===== src/rtl/core_if_fetch_buf_if.sv =====
// Bundle of the IF stage ports: imem request/response, flush redirect and the ID delivery port.
// Latency: none, wiring only.
// Backpressure: imem request via i_req_ready and ID delivery via i_ready; imem responses carry none.
interface core_if_fetch_buf_if #(
    parameter int PC_W   = 32,
    parameter int INST_W = 32
);
    logic              o_req_valid;
    logic              i_req_ready;
    logic [PC_W-1:0]   o_req_addr;
    logic              i_rsp_valid;
    logic [INST_W-1:0] i_rsp_inst;
    logic              i_rsp_err;
    logic              i_pipe_flush_req;
    logic [PC_W-1:0]   i_flush_pc;
    logic              o_valid;
    logic              i_ready;
    logic [INST_W-1:0] o_inst;
    logic [PC_W-1:0]   o_pc;
    logic              o_err;

    // Fetch stage side: drives requests and the ID port.
    modport master (
        output o_req_valid, o_req_addr, o_valid, o_inst, o_pc, o_err,
        input  i_req_ready, i_rsp_valid, i_rsp_inst, i_rsp_err,
        input  i_pipe_flush_req, i_flush_pc, i_ready
    );

    // Environment side: imem, EXU redirect and ID.
    modport slave (
        input  o_req_valid, o_req_addr, o_valid, o_inst, o_pc, o_err,
        output i_req_ready, i_rsp_valid, i_rsp_inst, i_rsp_err,
        output i_pipe_flush_req, i_flush_pc, i_ready
    );
endinterface


===== src/rtl/core_if_fetch_buf.sv =====
// IF stage: sequential PC generator, credit-limited imem requests, in-order response buffer to ID.
// Latency: imem response to o_valid is 1 cycle (no bypass); first request 1 cycle after reset release.
// Backpressure: requests stall on credits/i_req_ready; buffer holds on i_ready=0; responses never stall.
module core_if_fetch_buf #(
    parameter int              PC_W     = 32,
    parameter int              INST_W   = 32,
    parameter int              DEPTH    = 4,
    parameter int              MAX_OS   = 2,
    parameter logic [PC_W-1:0] RESET_PC = 32'h8000_0000
) (
    input  logic                 clk,
    input  logic                 rst_n,
    core_if_fetch_buf_if.master  bus
);
    localparam int PW = $clog2(DEPTH);
    localparam int CW = PW + 1;
    localparam int OW = $clog2(MAX_OS + 1);
    localparam logic [31:0] MAX_OS_W = 32'(MAX_OS);
    localparam logic [31:0] DEPTH_W  = 32'(DEPTH);

    typedef struct packed {
        logic [INST_W-1:0] inst;
        logic              err;
        logic [PC_W-1:0]   pc;
    } entry_t;

    entry_t          ent_mem [DEPTH];
    logic [PC_W-1:0] fetch_pc;
    logic [PC_W-1:0] rsp_pc;
    logic [OW-1:0]   os_cnt;
    logic [OW-1:0]   drop_cnt;
    logic [PW-1:0]   rd_ptr;
    logic [PW-1:0]   wr_ptr;
    logic [CW-1:0]   cnt;
    logic            started;

    logic            flush;
    logic            room;
    logic            req_vld;
    logic            accept;
    logic            rsp;
    logic            drop;
    logic            push;
    logic            out_vld;
    logic            pop;
    logic [31:0]     os_w;
    logic [31:0]     cnt_w;

    // Credit check: every issued request already owns a buffer slot, so responses can never overflow.
    always_comb begin
        flush   = bus.i_pipe_flush_req;
        os_w    = 32'(os_cnt);
        cnt_w   = 32'(cnt);
        room    = (os_w < MAX_OS_W) && ((os_w + cnt_w) < DEPTH_W);
        // started keeps the request port quiet for the first cycle after reset
        req_vld = rst_n & started & ~flush & room;
        accept  = req_vld & bus.i_req_ready;
        rsp     = rst_n & bus.i_rsp_valid;
        // A response in a flush cycle is stale by definition; otherwise the drop counter decides.
        drop    = rsp & (flush | (drop_cnt != '0));
        push    = rsp & ~drop;
        out_vld = rst_n & (cnt != '0) & ~flush;
        pop     = out_vld & bus.i_ready;
    end

    assign bus.o_req_valid = req_vld;
    assign bus.o_req_addr  = fetch_pc;
    assign bus.o_valid     = out_vld;
    assign bus.o_inst      = ent_mem[rd_ptr].inst;
    assign bus.o_pc        = ent_mem[rd_ptr].pc;
    assign bus.o_err       = ent_mem[rd_ptr].err;

    // Control state: PCs, outstanding/drop counters, buffer pointers and occupancy.
    always_ff @(posedge clk) begin
        if (!rst_n) begin
            fetch_pc <= RESET_PC;
            rsp_pc   <= RESET_PC;
            os_cnt   <= '0;
            drop_cnt <= '0;
            rd_ptr   <= '0;
            wr_ptr   <= '0;
            cnt      <= '0;
            started  <= 1'b0;
        end else begin
            started <= 1'b1;
            // Outstanding count follows the imem protocol even across flushes.
            case ({accept, rsp})
                2'b10:   os_cnt <= os_cnt + 1'b1;
                2'b01:   os_cnt <= os_cnt - 1'b1;
                default: os_cnt <= os_cnt;
            endcase
            if (flush) begin
                fetch_pc <= bus.i_flush_pc;
                rsp_pc   <= bus.i_flush_pc;
                rd_ptr   <= '0;
                wr_ptr   <= '0;
                cnt      <= '0;
                // Everything still in flight after this cycle belongs to the old path.
                drop_cnt <= os_cnt - OW'(rsp);
            end else begin
                if (accept) begin
                    fetch_pc <= fetch_pc + PC_W'(4);
                end
                if (rsp && (drop_cnt != '0)) begin
                    drop_cnt <= drop_cnt - 1'b1;
                end
                if (push) begin
                    wr_ptr <= wr_ptr + 1'b1;
                    rsp_pc <= rsp_pc + PC_W'(4);
                end
                if (pop) begin
                    rd_ptr <= rd_ptr + 1'b1;
                end
                case ({push, pop})
                    2'b10:   cnt <= cnt + 1'b1;
                    2'b01:   cnt <= cnt - 1'b1;
                    default: cnt <= cnt;
                endcase
            end
        end
    end

    // Buffer storage: payload only, no reset needed since occupancy gates visibility.
    always_ff @(posedge clk) begin
        if (push) begin
            ent_mem[wr_ptr] <= '{inst: bus.i_rsp_inst, err: bus.i_rsp_err, pc: rsp_pc};
        end
    end

    // The credit rule must make a push into a full buffer impossible.
    a_no_push_full: assert property (@(posedge clk) disable iff (!rst_n)
        !(push && (cnt == CW'(DEPTH))));

    // imem must never answer more requests than were issued.
    a_no_orphan_rsp: assert property (@(posedge clk) disable iff (!rst_n)
        !(bus.i_rsp_valid && (os_cnt == '0)));

endmodule


===== src/flat_wrapper.sv =====
// flat-port wrapper written by rule: the top's interface ports become plain ports
module core_if_fetch_buf_flat 
#(
    parameter int              PC_W     = 32,
    parameter int              INST_W   = 32,
    parameter int              DEPTH    = 4,
    parameter int              MAX_OS   = 2,
    parameter logic [PC_W-1:0] RESET_PC = 32'h8000_0000
)
  (clk, rst_n, bus_o_req_valid, bus_o_req_addr, bus_o_valid, bus_o_inst, bus_o_pc, bus_o_err, bus_i_req_ready, bus_i_rsp_valid, bus_i_rsp_inst, bus_i_rsp_err, bus_i_pipe_flush_req, bus_i_flush_pc, bus_i_ready);
  core_if_fetch_buf_if #(.PC_W(PC_W), .INST_W(INST_W)) bus_i ();
  input  logic clk;
  input  logic rst_n;
  output wire logic [$bits(bus_i.o_req_valid)-1:0] bus_o_req_valid;
  output wire logic [$bits(bus_i.o_req_addr)-1:0] bus_o_req_addr;
  output wire logic [$bits(bus_i.o_valid)-1:0] bus_o_valid;
  output wire logic [$bits(bus_i.o_inst)-1:0] bus_o_inst;
  output wire logic [$bits(bus_i.o_pc)-1:0] bus_o_pc;
  output wire logic [$bits(bus_i.o_err)-1:0] bus_o_err;
  input wire logic [$bits(bus_i.i_req_ready)-1:0] bus_i_req_ready;
  input wire logic [$bits(bus_i.i_rsp_valid)-1:0] bus_i_rsp_valid;
  input wire logic [$bits(bus_i.i_rsp_inst)-1:0] bus_i_rsp_inst;
  input wire logic [$bits(bus_i.i_rsp_err)-1:0] bus_i_rsp_err;
  input wire logic [$bits(bus_i.i_pipe_flush_req)-1:0] bus_i_pipe_flush_req;
  input wire logic [$bits(bus_i.i_flush_pc)-1:0] bus_i_flush_pc;
  input wire logic [$bits(bus_i.i_ready)-1:0] bus_i_ready;
  assign bus_o_req_valid = bus_i.o_req_valid;
  assign bus_o_req_addr = bus_i.o_req_addr;
  assign bus_o_valid = bus_i.o_valid;
  assign bus_o_inst = bus_i.o_inst;
  assign bus_o_pc = bus_i.o_pc;
  assign bus_o_err = bus_i.o_err;
  assign bus_i.i_req_ready = bus_i_req_ready;
  assign bus_i.i_rsp_valid = bus_i_rsp_valid;
  assign bus_i.i_rsp_inst = bus_i_rsp_inst;
  assign bus_i.i_rsp_err = bus_i_rsp_err;
  assign bus_i.i_pipe_flush_req = bus_i_pipe_flush_req;
  assign bus_i.i_flush_pc = bus_i_flush_pc;
  assign bus_i.i_ready = bus_i_ready;
  core_if_fetch_buf #(.PC_W(PC_W), .INST_W(INST_W), .DEPTH(DEPTH), .MAX_OS(MAX_OS), .RESET_PC(RESET_PC)) u_core (.clk(clk), .rst_n(rst_n), .bus(bus_i));
endmodule

===== config.mk =====
export PLATFORM = sky130hd
export DESIGN_NAME = core_if_fetch_buf_flat
export DESIGN_NICKNAME = d
export VERILOG_FILES = /design/src/rtl/core_if_fetch_buf_if.sv /design/src/rtl/core_if_fetch_buf.sv /design/src/flat_wrapper.sv
export SDC_FILE = /design/constraint.sdc
export NUM_CORES = 1
export LEC_CHECK = 0
export BUFFER_PORTS_ARGS = -buffer_cell sky130_fd_sc_hd__buf_2
export CORE_MARGIN = 1
export CORE_UTILIZATION = 34
export DETAILED_ROUTE_END_ITERATION = 12
export PLACE_DENSITY_LB_ADDON = 0.2
export SYNTH_ARGS = -nofsm -noshare
export SYNTH_HDL_FRONTEND = slang
export SYNTH_SLANG_ARGS = --single-unit

===== constraint.sdc =====
create_clock -name clk -period 3.63 [get_ports clk]
set_input_delay 0.726 -clock clk [delete_from_list [all_inputs] [get_ports clk]]
set_output_delay 0.726 -clock clk [all_outputs]
set_load 0.05 [all_outputs]

# Word level (Yosys, flattened, before mapping)
# Memories as Yosys holds them, arrays and structs flattened. A register that Yosys moved wholly into a read port is not among the register bits.
# Index checks and enable logic that the tools add are counted.
# word_totals
ff_bits,76
ram_bits,260
output_inout_bits,99
wordCells,63
mem_count,1
# classes
n_addsub,11
n_lt_le_gt_ge,2
eq_ne,4
n_mux,13
n_bitwise,14
reduce_logical,10
# mem_list
name,words,word_bits,rd,rd_clocked_by_memory_dff,write_ports,line_no,text
u_core.ent_mem,4,65,1,1,1,core_if_fetch_buf.sv:27,entry_t ent_mem [DEPTH];
# op_table
operator,count
$mux W32,4
$add A32 B3 Y32 const B,2
$lt A32 B3 Y1 const B,1
$reduce_bool A2 Y1,6
$and A1 B1 Y1,10
$mux W2,4
$add A2 B1 Y2 const B,3
$pmux W3 S2,1
$add A2 B3 Y4,1
$eq A2 B1 Y1 const B,2
$eq A2 B2 Y1 const B,2
$pmux W2 S2,1
$sub A2 B1 Y2 const B,2
$add A3 B1 Y3 const B,1
$mux W1,3
$not A1 Y1,3
$reduce_bool A3 Y1,1
$sub A3 B1 Y3 const B,1
$logic_and A1 B1 Y1,2
$lt A2 B2 Y1 const B,1
$reduce_or A2 Y1,1
$sub A2 B1 Y2,1
$or A1 B1 Y1,1

# Logic depth before layout (Yosys ltp)
# logic_depth
depth_word,7
depth_mapped,11

# Least setup slack after synthesis
# No wires, ideal clock.
# synth_timing
path_type,input to register
from,in bus_i_pipe_flush_req
to,"mem u_core.ent_mem[1][0] (netlist name), enable pin"
t_arrival_ns,2.775
t_required_ns,3.200
slack_ns,0.425
path_stages,3
path_buffers,1
path_cell_list,and4b_1 clkbuf_1 and2_1
# synth_via
elab_chain_len,6
# synth_lines
element,line_no,text
from (decl),flat_wrapper.sv:24,input wire logic [$bits(bus_i.i_pipe_flush_req)-1:0] bus_i_pipe_flush_req;
$or A1 B1 Y1,core_if_fetch_buf.sv:60,drop = rsp & (flush | (drop_cnt != '0));
$and A1 B1 Y1,core_if_fetch_buf.sv:60,
$not A1 Y1,core_if_fetch_buf.sv:61,push = rsp & ~drop;
$and A1 B1 Y1,core_if_fetch_buf.sv:61,
$mux W1,core_if_fetch_buf.sv:125,if (push) begin
$mux W1 (implied by the code),core_if_fetch_buf.sv:126,"ent_mem[wr_ptr] <= '{inst: bus.i_rsp_inst, err: bus.i_rsp_err, pc: rsp_pc};"
to (decl),core_if_fetch_buf.sv:27,
# No other way between the ends.

==> results_dict.tcl <==
set metrics [dict create \
    status "completed" \
    core-area_mm2 0.0389 \
    hold_ws_ps 400 \
    yosysUniqueCellTypes 57 \
    worst_pin_slew_ps 868 \
    ys_warn_count 0 \
    grt_max_degree 66 \
    yosysMostFrequentCell "edfxtp_1" \
    hold_viol_final 0 \
    clock-sinks 338 \
    gp_congestion 0.790 \
    ctsResizeCount 0 \
    cap_violations 0 \
    syn-cell-area_mm2 0.0135 \
    ir_drop_v 0.000362 \
    fillers 3582 \
    ant_nets 0 \
    num_vias 7958 \
    reg2regPathDepth 6 \
    grt_pass1_wl_um 48500 \
    ys_top_cells_by_area "edfxtp_1 58%, dfxtp_1 12%, mux4_2 11%" \
    fp.dieW_um 201 \
    fin_crit_sh 0.789 \
    insertion_delay_ps 540 \
    drive_above_1_share 0.310 \
    cts_root_buf "clkbuf_16" \
    syn-num-nets 935 \
    critical_path_class "register to output pin" \
    required_ps 2900 \
    port_buffers 169 \
    fp-row-count 72 \
    die-height_um 201 \
    firstDrtPassIters 7 \
    slowest_stage "mux4_2" \
    rsz0062_at_grt "false" \
    syn_inst 852 \
    overflow 0 \
    dp_hpwl_um 20800 \
    arrival_ps 2140 \
    tns_ps 0 \
    ys_seq_area_frac 0.692 \
    clkTransAtPathRegs_ps 60 \
    syn_avg_cell_area_um2 15.9 \
    post-cts-setup-buffers 0 \
    power_density_mw_per_mm2 520 \
    remaining_drc_errors 0 \
    drt_wl_total_um 31400 \
    start_kind "register" \
    slew_viol_final 0 \
    cts_max_level 2 \
    fin_crit_ps 2870 \
    diodes 0 \
    maxSlewHeadroom 0.416 \
    start_util 0.348 \
    cts_tree "built" \
    grt_pass1_vias 8053 \
    synthTopCellsByCount "260 x edfxtp_1, 78 x dfxtp_1, 65 x mux4_2, 54 x nand2_1, 52 x a21oi_1" \
    crit_fanout 13 \
    synth_edf_count 260 \
    synth_top_area_share 0.577 \
    critical_path.endpoint_type "output pin" \
    cpPeakStageDelay_ps 550 \
    p_leak_nw 5.51 \
    yosys.area.top_type "edfxtp_1" \
    dieArea_mm2 0.0406 \
    grt_antenna_before_repair 0 \
    drtIter0Drc 306 \
    cts_max_path_buffers 3 \
    wl_per_cell_um 19.8 \
    nets 1123 \
    track_usage 0.156 \
    fin_skew_ps 14.3 \
    syn2layout_area_growth_pct 20.9 \
    fmax_mhz 349 \
    ys_async_sr_fraction 0 \
    hold_buffers 0 \
    hold_path.class "input pin to register" \
    synth_flop_cell "edfxtp_1" \
    vias_per_cell 5.02 \
    io_pins 170 \
    cp_cell_sequence "buf_4 > mux4_2 > buf_2" \
    r2r_slack_ps 1220 \
    hold_path_depth 1 \
    ys_ff_latch 338 \
    setup_violations 0 \
    cts_buffers 38 \
]
## placed cells by master (no fill, tap or decap), types with 6 or more instances in the layout
master	synthesis	routed
edfxtp_1	260	260
buf_2	7	169
dfxtp_1	78	76
mux4_2	65	65
nand2_1	54	54
a21oi_1	52	52
clkbuf_16	0	39
o21ai_0	33	33
nand3_1	27	27
nor2_1	27	27
nand4_1	23	23
xor2_1	21	21
xnor2_1	18	18
nor3_1	16	16
inv_1	13	13
a31oi_1	11	11
clkinv_1	2	11
ha_1	11	11
buf_12	0	11
buf_4	1	10
and3_1	9	9
and2_1	13	9
mux2_2	8	8
and4_1	7	7
or3_1	6	6
## stage by stage
step | worst slack (ps) | instance area (um2) | utilization | power (mW) | cells
after floorplan | 425 | 13500 | - | 4.72 | 852
after global placement | 748 | 15200 | 0.390 | 4.91 | 1518
after detailed placement | 715 | 15200 | 0.390 | 4.92 | 1518
after CTS | 676 | 16400 | 0.420 | 8.63 | 1585
after global routing | 629 | 16400 | 0.420 | 8.81 | 1585
final | 764 | 16400 | 0.420 | 8.50 | 1585
## critical path, delay by kind of cell (launching register included)
family / cells / cell delay (ps)
muxes: 1 / 550
DFF: 1 / 480
buffers and inverters: 2 / 560
## state kept, by name (all words and copies together) (netlist names), 2 cells and up, named ones only
name / flops
u_core.rd_ptr: 2
u_core.rsp_pc: 32
u_core.bus.o_req_addr: 32
u_core.cnt: 3
u_core.drop_cnt: 2
u_core.ent_mem: 260
u_core.wr_ptr: 2
u_core.os_cnt: 2
## metal layers
layer	part of all wire	global-route usage
met1	0.48	0.223
met2	0.44	0.235
met3	0.061	0.0418
met4	0.017	0.0411
met5	0	0
## final cells by class
type                       instances  area [um2]  area share
timing repair buffer             190        1140      0.0698
clock inverter                    21         171      0.0105
inverter                          16        60.1     0.00367
tap                              518         648      0.0396
multi-input combinational        456        3940       0.241
sequential                       338        9370       0.573
clock buffer                      46        1020      0.0625
## path summary, 6_finish.rpt
path | to | startpoint
setup reg to reg | u_core.bus.o_req_addr[26] | u_core.bus.o_req_addr[2]
setup / recovery | bus_o_inst[8] | register
hold reg to reg | u_core.bus.o_req_addr[0] | u_core.bus.o_req_addr[0]
hold / removal | u_core.ent_mem[0][63] | bus_i_rsp_inst[30]
## where the power goes
part	switching, mW	leakage [nW]	internal, mW
Sequential	0.101	3.02	4.25
Combinational	0.333	1.91	0.151
Clock	1.52	0.583	2.15
Total	1.95	5.51	6.55
## cells by family (layout without fill, tap and decap cells)
group | after synthesis | in the layout | synth area share
muxes | 75 | 75 | 0.116
AOI/OAI and AO/OA | 124 | 124 | 0.0534
xor gates and xnor gates | 39 | 39 | 0.0252
adders and majority gates | 12 | 12 | 0.0117
and+or+nand+nor | 206 | 206 | 0.0839
DFF | 338 | 338 | 0.693
buffers and inverters | 58 | 273 | 0.0170
Note: power is estimated with default switching activity, not from simulation.
